--- config.mk ---
export PLATFORM = sky130hd
export DESIGN_NAME = vga_timing_ctrl
export DESIGN_NICKNAME = d
export VERILOG_FILES = /design/src/rtl/vga_timing_ctrl.sv
export SDC_FILE = /design/constraint.sdc
export NUM_CORES = 1
export LEC_CHECK = 0
export BUFFER_PORTS_ARGS = -buffer_cell sky130_fd_sc_hd__buf_4
export CORE_MARGIN = 2
export CORE_UTILIZATION = 55
export CTS_CLUSTER_DIAMETER = 40
export DETAILED_ROUTE_END_ITERATION = 10
export PLACE_DENSITY = 0.88
export SYNTH_ARGS = -nofsm -noshare
export SYNTH_HDL_FRONTEND = slang
export SYNTH_SLANG_ARGS = --single-unit
--- constraint.sdc ---
create_clock -name clk_i -period 6.2 [get_ports clk_i]
set_input_delay 1.24 -clock clk_i [delete_from_list [all_inputs] [get_ports clk_i]]
set_output_delay 1.24 -clock clk_i [all_outputs]
set_load 0.05 [all_outputs]
--- src/rtl/vga_timing_ctrl.sv ---
// VGA raster timing sequencer: advances one pixel per pix_en_i strobe, gates
// start-up on clock lock, prefetches each visible line via req/ack and flags
// lines that were not delivered in time.
module vga_timing_ctrl #(
  parameter int unsigned H_ACTIVE  = 640,
  parameter int unsigned H_FP      = 16,
  parameter int unsigned H_SYNC    = 96,
  parameter int unsigned H_BP      = 48,
  parameter int unsigned V_ACTIVE  = 480,
  parameter int unsigned V_FP      = 10,
  parameter int unsigned V_SYNC    = 2,
  parameter int unsigned V_BP      = 33,
  parameter bit          HSYNC_POL = 1'b0,
  parameter bit          VSYNC_POL = 1'b0,
  localparam int unsigned H_TOTAL  = H_ACTIVE + H_FP + H_SYNC + H_BP,
  localparam int unsigned V_TOTAL  = V_ACTIVE + V_FP + V_SYNC + V_BP,
  localparam int unsigned XW       = $clog2(H_TOTAL),
  localparam int unsigned YW       = $clog2(V_TOTAL)
) (
  input  logic          clk_i,
  input  logic          rst_ni,
  input  logic          enable_i,
  input  logic          locked_i,
  input  logic          pix_en_i,
  output logic          hsync_o,
  output logic          vsync_o,
  output logic          de_o,
  output logic [XW-1:0] x_o,
  output logic [YW-1:0] y_o,
  output logic          frame_start_o,
  output logic          line_req_o,
  output logic [YW-1:0] line_req_y_o,
  input  logic          line_ack_i,
  output logic          underrun_o,
  input  logic          err_clr_i,
  output logic          busy_o
);

  localparam logic [1:0] S_IDLE      = 2'd0;
  localparam logic [1:0] S_WAIT_LOCK = 2'd1;
  localparam logic [1:0] S_RUN       = 2'd2;

  localparam logic [XW-1:0] H_LAST    = XW'(H_TOTAL - 1);
  localparam logic [XW-1:0] H_ACT_C   = XW'(H_ACTIVE);
  localparam logic [XW-1:0] HS_FIRST  = XW'(H_ACTIVE + H_FP);
  localparam logic [XW-1:0] HS_LAST   = XW'(H_ACTIVE + H_FP + H_SYNC - 1);
  localparam logic [YW-1:0] V_LAST    = YW'(V_TOTAL - 1);
  localparam logic [YW-1:0] V_ACT_C   = YW'(V_ACTIVE);
  localparam logic [YW-1:0] VS_FIRST  = YW'(V_ACTIVE + V_FP);
  localparam logic [YW-1:0] VS_LAST   = YW'(V_ACTIVE + V_FP + V_SYNC - 1);

  logic [1:0]    r_state, w_state_nx;
  logic [XW-1:0] r_h, w_h_nx;
  logic [YW-1:0] r_v, w_v_nx;
  logic [YW-1:0] r_y;
  logic          r_hs, r_vs, r_de, r_fs, r_busy;
  logic          r_req, w_req_nx;
  logic [YW-1:0] r_req_y, w_req_y_nx;
  logic          r_und;
  logic          w_step, w_fs_nx, w_und_set, w_run_nx;
  logic          w_de_nx, w_hs_nx, w_vs_nx;
  logic [YW-1:0] w_line;

  // Next state, next counters, prefetch request and output decode of next count
  always_comb begin
    w_state_nx = r_state;
    w_h_nx     = r_h;
    w_v_nx     = r_v;
    w_step     = 1'b0;
    w_fs_nx    = 1'b0;
    w_req_nx   = r_req;
    w_req_y_nx = r_req_y;
    w_und_set  = 1'b0;
    w_line     = '0;

    case (r_state)
      S_IDLE:      if (enable_i) w_state_nx = S_WAIT_LOCK;
      S_WAIT_LOCK: if (locked_i) w_state_nx = S_RUN;
      S_RUN: begin
        if (!locked_i) begin
          w_state_nx = S_WAIT_LOCK;
        end else if (pix_en_i && r_h == H_LAST && r_v == V_LAST && !enable_i) begin
          // Frame finished with no run request: stop instead of stepping to (0,0)
          w_state_nx = S_IDLE;
        end else if (pix_en_i) begin
          w_step = 1'b1;
        end
      end
      default:     w_state_nx = S_IDLE;
    endcase

    w_run_nx = (w_state_nx == S_RUN);

    if (!w_run_nx) begin
      w_h_nx   = '0;
      w_v_nx   = V_ACT_C;
      w_req_nx = 1'b0;
    end else begin
      if (r_req && line_ack_i) w_req_nx = 1'b0;
      if (w_step) begin
        if (r_h == H_LAST) begin
          w_h_nx = '0;
          w_v_nx = (r_v == V_LAST) ? '0 : r_v + YW'(1);
        end else begin
          w_h_nx = r_h + XW'(1);
        end
        w_fs_nx = (w_h_nx == '0) && (w_v_nx == '0);
        // Entering a visible line while its prefetch is still outstanding
        if (w_h_nx == '0 && w_v_nx < V_ACT_C && r_req) begin
          w_und_set = 1'b1;
          w_req_nx  = 1'b0;
        end
        // Start of horizontal blank: ask for the next line if it is visible
        if (w_h_nx == H_ACT_C) begin
          w_line = (r_v == V_LAST) ? '0 : r_v + YW'(1);
          if (w_line < V_ACT_C) begin
            w_req_nx   = 1'b1;
            w_req_y_nx = w_line;
          end
        end
      end
    end

    w_de_nx = w_run_nx && (w_h_nx < H_ACT_C) && (w_v_nx < V_ACT_C);
    w_hs_nx = (w_run_nx && w_h_nx >= HS_FIRST && w_h_nx <= HS_LAST) ? HSYNC_POL : ~HSYNC_POL;
    w_vs_nx = (w_run_nx && w_v_nx >= VS_FIRST && w_v_nx <= VS_LAST) ? VSYNC_POL : ~VSYNC_POL;
  end

  // State, counters and registered outputs
  always_ff @(posedge clk_i or negedge rst_ni) begin
    if (!rst_ni) begin
      r_state <= S_IDLE;
      r_h     <= '0;
      r_v     <= V_ACT_C;
      r_y     <= '0;
      r_hs    <= ~HSYNC_POL;
      r_vs    <= ~VSYNC_POL;
      r_de    <= 1'b0;
      r_fs    <= 1'b0;
      r_req   <= 1'b0;
      r_req_y <= '0;
      r_und   <= 1'b0;
      r_busy  <= 1'b0;
    end else begin
      r_state <= w_state_nx;
      r_h     <= w_h_nx;
      r_v     <= w_v_nx;
      r_y     <= w_v_nx;
      r_hs    <= w_hs_nx;
      r_vs    <= w_vs_nx;
      r_de    <= w_de_nx;
      r_fs    <= w_fs_nx;
      r_req   <= w_req_nx;
      r_req_y <= w_req_y_nx;
      r_und   <= w_und_set | (r_und & ~err_clr_i);
      r_busy  <= (w_state_nx != S_IDLE);
    end
  end

  assign hsync_o       = r_hs;
  assign vsync_o       = r_vs;
  assign de_o          = r_de;
  assign x_o           = r_h;
  assign y_o           = r_y;
  assign frame_start_o = r_fs;
  assign line_req_o    = r_req;
  assign line_req_y_o  = r_req_y;
  assign underrun_o    = r_und;
  assign busy_o        = r_busy;

endmodule

* Yosys cells after proc, flatten, opt, wreduce, memory -nomap -nowiden
Cells that the tools add are included.
Word-level totals: register bits 49, bits of input ports 7, output and inout bits 37, logic and storage cells 83
Cells by class: $add $sub $neg 2, $lt $le $gt $ge 8, eq/ne operators 6, mux-type cells 33, bitwise logic cells 3, reductions and logical operators 19
Operators by type and width (number):
- $mux W10 | 11
- $eq A10 B10 Y1 const B | 3
- $lt A10 B9 Y1 const B | 3
- $add A10 B1 Y10 const B | 2
- $logic_not A10 Y1 | 2
- $mux W1 | 17
- $logic_and A1 B1 Y1 | 13
- $ge A10 B10 Y1 const B | 1
- $ge A10 B9 Y1 const B | 1
- $le A10 B10 Y1 const B | 1
- $le A10 B9 Y1 const B | 1
- $lt A10 B10 Y1 const B | 1
- $mux W2 | 4
- $pmux W2 S3 | 1
- $eq A2 B2 Y1 const B | 2
- $reduce_and A4 Y1 | 1
- $eq A2 B1 Y1 const B | 1
- $logic_not A2 Y1 | 1
- $reduce_bool A2 Y1 | 1
- $and A1 B1 Y1 | 1
- $logic_not A1 Y1 | 1
- $not A1 Y1 | 1
- $or A1 B1 Y1 | 1

* Depth between registers and ports, before layout
Gate-level depths: netlist of the first run.
depth after elaboration 17, gate-level depth with buffers 10, gate-level depth less buffers 9

* Worst setup path before layout of the first run
Ideal clock, no wire load.
path type input to register, start point input port locked_i, end point register r_de (netlist: de_o), setup time 0.111 ns, arrival 2.629 ns, data required time 6.089 ns, setup slack 3.459 ns, cell stages on the path 6, buffers on the path 1, cells stage by stage nand4b_1 or4_1 clkbuf_1 o22a_1 and4_1 a2111oi_2
Between the ends: elaborated cells between the ends (all ways) 14, classes of those cells 2 x order compare; 1 x eq/ne; 9 x mux; 2 x reduce/logical
RTL lines:
- start: declaration | RTL line 23 | input logic locked_i,
- $mux W2 (tied with other cells) | RTL line 80 | if (!locked_i) begin
- $pmux W2 S3 or $mux W1 (tied branches) | RTL line 76 | case (r_state)
- $eq A2 B2 Y1 or $mux W10 (tied branches) | RTL line 92, 100
- $mux W10 * | RTL line 94 | if (!w_run_nx) begin
- via w_v_nx[5] | RTL line 54 | logic [YW-1:0] r_v, w_v_nx;
- $lt A10 B9 Y1 * | RTL line 124 | w_de_nx = w_run_nx && (w_h_nx < H_ACT_C) && (w_v_nx < V_ACT_C);
- $logic_and A1 B1 Y1 * | RTL line 124
- via w_de_nx | RTL line 61 | logic w_de_nx, w_hs_nx, w_vs_nx;
- end signal: assignment | RTL line 151 | r_de <= w_de_nx;
- end: declaration | RTL line 56 | logic r_hs, r_vs, r_de, r_fs, r_busy;
The timed path passes the listed nets; every way through them passes the cells marked *. A chain may end at the register's enable or synchronous reset.

* Worst setup path in the final report of the first run
start point register r_h[0] (netlist: x_o[0]), end point register r_req_y[2] (netlist: line_req_y_o[2])
Between the ends: word-level cells in the longest chain between the ends 9, elaborated cells between the ends (all ways) 17, classes of those cells 1 x add/sub; 3 x eq/ne; 9 x mux; 4 x reduce/logical
RTL lines:
- start: declaration | RTL line 53 | logic [XW-1:0] r_h, w_h_nx;
- start signal: assignment | RTL line 146 | r_h <= w_h_nx;
- branches (longest 8 deep; another with $add A10 B1 Y10)
- $reduce_and A4 Y1 (no line) *
- end signal: assignment | RTL line 154 | r_req_y <= w_req_y_nx;
- end: declaration | RTL line 58 | logic [YW-1:0] r_req_y, w_req_y_nx;
Mark *: on every way between the ends. The select of a mux whose other input is x is not followed.

==> results.md, run 1 <==
- Initial antenna violation count: 0
- Max IR drop VDD: approximately 0.22 mV
- Cells after DPL: between 300 and 400
- TritonCTS clock tree: built
- Worst Reg-to-Reg Cells: 6
- Max stage delay cell, worst path: or3_1
- Gpl congestion: around 0.94
- Setup crit start kind: flop
- Power density over the cells: 185 nW/um^2
- Reg power frac: about 53%
- Via count: roughly 2500
- CTS H-tree depth: 2
- Hold depth: 1
- Wire per inst: approximately 17 um
- Period utilization: 51.6%
- Top-count cell post-synth: dfrtp_1
- Max-cap violations: 0
- Most instantiated cells after synthesis: dfrtp_1, nor2_1, nand2_1
- Net switching power: 0.171 mW
- Layout cell share with drive strength beyond 1: 24.7%
- Synth top area share: approximately 34%
- Critical-path maximum fanout: 14
- Post-CTS resize count: 0
- ANT nets after route: 0
- Detailed Route WL: between 6000 and 7000 um
- Max Fclk: ~310 MHz
- Outcome: finished clean
- Final Hold Viols: 0
- Final Skew: between 0.008 and 0.009 ns
- Total Routing Usage GR: roughly a quarter
- Final slew viol count: 0
- Worst Tran Pin Value: 0.979 ns
- Hold Crit Start: line_req_y_o[9]
- Die height: 74.7 um
- #FFs+latches synth: 43
- CP endpoint kind: flop
- Sequential cell area: 1080 um^2
- Rows: 25
- Filler instances: ~410
- R2r setup slk: between 3 and 4 ns
- Final setup TNS: 0 ns
- Via/cell ratio: slightly above 6
- Setup violators final: 0
- Slew Limit Headroom: 34.4%
- Yosys warns: 0
- Clock root cell: clkbuf_8
- Worst-path cell chain: ha_1 > nand4_2 > or3_1 > a211oi_2 > nand4_1 > mux2_2
- Sw Ratio: 30.0%
- Top post-synthesis cells by area: dfrtp_1, dfstp_2, mux2_2
- Design Power: 0.569 mW
- Clk sinks: 43
- EDFF count, synth: 0
- Worst Setup Slack, final: roughly 3 ns
- Clk_lat worst skew: around 0.3 ns
- Starting Density: 57.5%
- First-pass GRT wire length: 11100 um
- Max clock buf depth: 2
- Core area: 4790 um^2
- Critical path arrival: 3.38 ns
- RR Endpoint: line_req_y_o[2]
- Fin crit period: 3.20 ns
- Worst Path Required: around 6.4 ns
- Setup repair bufs after CTS: 0
- Drt first pass iters: 5
- Largest net degree at the start of global routing: 44
- Post-route cell area: 3090 um^2
- Vias in the first global route: approximately 2200
- DRC: 0
- RSZ-0062 raised after global routing: false
- CTS buffer count: 5
- Worst Setup SP: x_o[0]
- Footprint of the multi-input gates: 1460 um^2
- Ports: 44
- Mapped Nets: 314
- Synthesized area per cell: a little over 9 um^2
- Die Area: 5580 um^2
- DR iter-0 viols: ~270
- Layout area overhead: 12.2%
- CP peak stage delay: roughly 0.62 ns
- Dpl ws: 2.86 ns
- Syn Inst Count: 304
- Crit Reg-Reg Startpoint: x_o[0]
- P_leak: 1.29 nW
- CTS clk-pin slew, worst paths: 0.08 ns
- Most used DFF post-synth: dfrtp_1
- Hold Path End: line_req_y_o[9]
- Comb pwr share: 16.8%
- Internal power: 0.398 mW
- Die X: between 70 and 80 um
- Hold Crit Class: reg -> reg
- Final HPWL DP: 4830 um
- N_diodes: 0
- Nets: 337
- Post-synth top area cell: dfrtp_1
- Unique masters post-synth: slightly above 60
- Final Non-Filler Cells: 395
- DP Area: 3000 um^2
- Share of flip-flops with an asynchronous set or reset: 100%
- Area of the mapped netlist: 2750 um^2
- Register area share after synthesis: 39.4%
- Port bufs: 43
- Clock power share: about 31%
- Critical path class: reg -> reg
- Total grt overflow: 0
- Cts hold-fix bufs: 0
worst max-delay path, delay by kind of cell (launching register included):
family,cells,cell delay (ns)
AND/OR/NAND/NOR,3,1.41
flip-flops,1,0.50
multiplexers,1,0.49
adder cells (fa/ha/maj),1,0.34
AO/OA/AOI/OAI,1,0.33
flip-flops by register name, summed over array words and instances, names as in the netlist, 2 cells and up:
signal,cells
x_o,10
r_v,5
y_o,9
r_state,2
line_req_y_o,10
cell type report:
cell class,count,area share [%]
repair buffers,43,10.5
well taps,67,2.72
clock buffers,6,2.35
clock inverters,2,0.406
flip-flops and latches,43,35.1
multi-input cells,221,47.4
inverters,13,1.58
per-layer routing:
metal	track usage (%)	up-vias	wire, um
li1	-	1149	-
met1	37.4	1176	2950
met2	40.8	119	3170
met3	6.29	15	575
met4	7.34	0	125
met5	0	-	0
cell families (layout without fill, tap and decap cells):
group / after synthesis / count (layout) / synth area share, %
AO/OA/AOI/OAI: 76 / 76 / 18.3
XOR/XNOR: 15 / 15 / 4.78
adder cells (fa/ha/maj): 3 / 3 / 1.37
buffers and inverters: 40 / 64 / 7.46
flip-flops: 43 / 43 / 39.4
multiplexers: 11 / 11 / 4.41
AND/OR/NAND/NOR: 116 / 116 / 24.3
layout by cell type, fill, tap and decap left out, types with 2 or more instances in the layout:
cell	synthesis	final
clkbuf_8	0	5
nand4_1	5	5
nand3b_1	2	2
and2_1	4	4
o21ai_2	2	2
and4_1	4	4
a21oi_1	19	19
nor3_2	3	3
and3_1	3	3
nor2_1	23	23
inv_1	13	13
dfrtp_1	37	37
ha_1	3	3
or3_1	3	3
a31oi_1	6	6
mux2i_1	2	2
o31ai_1	3	3
a2111oi_2	2	2
nand4b_1	3	3
nand2_1	21	21
buf_4	7	43
nand3_1	15	15
o21ai_0	20	20
dfstp_2	6	6
nand2b_1	3	3
xor2_1	6	6
o2bb2ai_1	2	2
nor3_1	10	10
o21a_1	3	3
nor4_1	5	5
xnor2_1	9	9
o22a_1	3	3
mux2_2	9	9
a211oi_1	2	2
or4_1	2	2
how the worst max path moves through the flow:
| stage | endpoint | slack, ns | depth (start not counted) |
|---|---|---|---|
| 6_report | line_req_y_o[2] | 3.00 | 6 |
| 3_5_place_dp | line_req_y_o[8] | 2.86 | 7 |
| 3_3_place_gp | line_req_o | 2.99 | 7 |
| 5_1_grt | de_o | 2.83 | 8 |
| 2_1_floorplan | de_o | 3.46 | 6 |
| 4_1_cts | line_req_y_o[2] | 3.02 | 6 |
metrics by stage:
step,hold WS (ns),utilization [%]
after detailed placement,0.472,62.7
after global routing,0.504,64.5
after floorplan,0.445,-
final,0.488,64.5
after global placement,0.464,62.7
after CTS,0.495,64.5
power groups by stage:
stage	clock network (mW)	registers [mW]	logic, mW
floorplan	0	0.317	0.0495
global placement	0	0.303	0.0922
detailed placement	0	0.304	0.0941
CTS	0.177	0.299	0.0951
global route	0.189	0.301	0.105
finish	0.174	0.299	0.0958
Power figures use the tool's default switching activity.
==> run 2, diff against run 1 <==
==> constraint.sdc (replaced) <==
create_clock -name clk_i -period 3 [get_ports clk_i]
set_input_delay 0.6 -clock clk_i [delete_from_list [all_inputs] [get_ports clk_i]]
set_output_delay 0.6 -clock clk_i [all_outputs]
set_load 0.05 [all_outputs]
==> run 2 against run 1 <==
Compared with the run above: wire length increased by 1.9%; highest routed layer unchanged; largest cell class unchanged; critical path depth up 1; critical endpoint is now frame_start_o; worst setup slack got worse by 2.6 ns.
==> results.md, run 2 (same netlist as run 1, synthesis figures left out) <==
- Outcome: finished clean
- Commonest cells after routing, fill and taps aside: buf_4, dfrtp_1, nor2_1, nand2_1, o21ai_0
- Via/cell ratio: 6.08 (-2.3%)
- Final Skew: 0.00254 ns (-0.00588 ns)
- Largest net degree at the start of global routing: 44 (unchanged)
- DRC: 0 (unchanged)
- Final HPWL DP: 5090 um (+5.4%)
- Worst Path Required: 3.18 ns (-3.20 ns)
- Nets: 346 (+2.7%)
- Rows: 25 (unchanged)
- Layout area overhead: 15.7%
- Die Area: 5580 um^2 (unchanged)
- Critical path class: reg -> reg
- Max-cap violations: 0 (unchanged)
- Worst Setup SP: x_o[0]
- Slew Limit Headroom: 59.9% (+25 points)
- CP endpoint kind: flop
- Die X: 74.7 um (unchanged)
- Starting Density: 57.5% (unchanged)
- Max clock buf depth: 2 (unchanged)
- ANT nets after route: 0 (unchanged)
- Via count: 2458 (-0.041%)
- Power density over the cells: 390 nW/um^2 (+110%)
- Final slew viol count: 0 (unchanged)
- Total Routing Usage GR: 26.3% (-0.13 points)
- N_diodes: 0 (unchanged)
- Max stage delay cell, worst path: or3_4
- Layout cell share with drive strength beyond 1: 27.6% (+2.9 points)
- Final setup TNS: 0 ns (unchanged)
- Port bufs: 43 (unchanged)
- Hold Crit Class: in -> async
- Crit Reg-Reg Startpoint: x_o[0]
- Worst Setup Slack, final: 0.377 ns (-2.63 ns)
- Dpl ws: 0.257 ns (-2.60 ns)
- Die height: 74.7 um (unchanged)
- TritonCTS clock tree: built
- Ports: 44 (unchanged)
- CTS buffer count: 5 (unchanged)
- Clock root cell: clkbuf_8
- Layout Utilization: 66.5% (+2.0 points)
- Fin crit period: 2.62 ns (-0.575 ns)
- Core area: 4790 um^2 (unchanged)
- Final Hold Viols: 0 (unchanged)
- Setup crit start kind: flop
- Max Fclk: 381 MHz (+22%)
- Worst-path cell chain: ha_1 > nand4_2 > or3_4 > or4_1 > o31ai_1 > o22ai_1 > a2111oi_2
- Clk_lat worst skew: 0.30 ns (about the same)
- P_leak: 1.34 nW (+4.3%)
- Critical path arrival: 2.81 ns (-0.57 ns)
- CTS H-tree depth: 2 (unchanged)
- Total grt overflow: 0 (unchanged)
- Setup violators final: 0 (unchanged)
- Commonest non-fill, non-tap cell in the layout: buf_4
- RSZ-0062 raised after global routing: false
- Vias in the first global route: 2307 (+5.3%)
- Initial antenna violation count: 0 (unchanged)
- Period utilization: 87.4% (+36 points)
- Cts hold-fix bufs: 0 (unchanged)
- DR iter-0 viols: 263 (-2.2%)
- Post-CTS resize count: 0 (unchanged)
- Max IR drop VDD: 0.336 mV (+50%)
- Drt first pass iters: 6 (+1)
- Worst Tran Pin Value: 0.596 ns (-0.382 ns)
- Clk sinks: 43 (unchanged)
- Wire per inst: 17.2 um (-0.39%)
- Gpl congestion: 0.983 (+4.1%)
- Critical-path maximum fanout: 14 (unchanged)
- CTS clk-pin slew, worst paths: 0.08 ns (about the same)
- Detailed Route WL: 6950 um (+1.9%)
- Setup repair bufs after CTS: 0 (unchanged)
- First-pass GRT wire length: 11200 um (+0.31%)
- CP peak stage delay: 0.51 ns (-0.11 ns)
## run 2: worst paths after layout
kind                                    to  slack, ns  cells after the start
max                          frame_start_o       0.38                      7
min                                 x_o[4]       0.27                      1
max reg2reg                  frame_start_o       0.38                      7
min reg2reg                line_req_y_o[9]       0.49                      1
max in group asynchronous           r_v[5]       2.34                      1
min in group clk_i         line_req_y_o[9]       0.49                      1
## run 2: per-layer routing
| metal | global-route usage [%] | wire [um] | vias to the layer above |
|---|---|---|---|
| li1 | - | - | 1154 |
| met1 | 36.7 | 2960 | 1153 |
| met2 | 40.9 | 3240 | 130 |
| met3 | 3.75 | 548 | 21 |
| met4 | 11.3 | 204 | 0 |
| met5 | 0 | 0 | - |
## run 2: power breakdown
part / internal [mW] / switching (mW) / total [mW]
Combinational: 0.0685 / 0.142 / 0.210
Clock: 0.209 / 0.205 / 0.414
Sequential: 0.600 / 0.0173 / 0.617
Total: 0.878 / 0.364 / 1.24
## run 2: cell type report
class	count	area (um^2)
Fill cell	407	1600
Multi-Input combinational cell	221	1470
Sequential cell	43	1080
Timing Repair Buffer	52	390
Clock buffer	7	96.3
Tap cell	67	83.8
Inverter	13	48.8
Clock inverter	1	7.51
## run 2: through the flow
step | power [mW] | cell area [um^2] | hold WS [ns] | cells
2_1_floorplan | 0.757 | 2750 | 0.304 | 304
3_3_place_gp | 0.832 | 3070 | 0.466 | 396
3_5_place_dp | 0.836 | 3070 | 0.467 | 396
4_1_cts | 1.24 | 3170 | 0.295 | 404
5_1_grt | 1.29 | 3180 | 0.326 | 404
6_report | 1.24 | 3180 | 0.274 | 404
## run 2: worst max-delay path, delay by kind of cell (launching register included)
kind / cells / cell delay (ns)
compound gates: 3 / 0.56
fa+ha+maj: 1 / 0.33
flops: 1 / 0.48
simple gates: 3 / 1.14
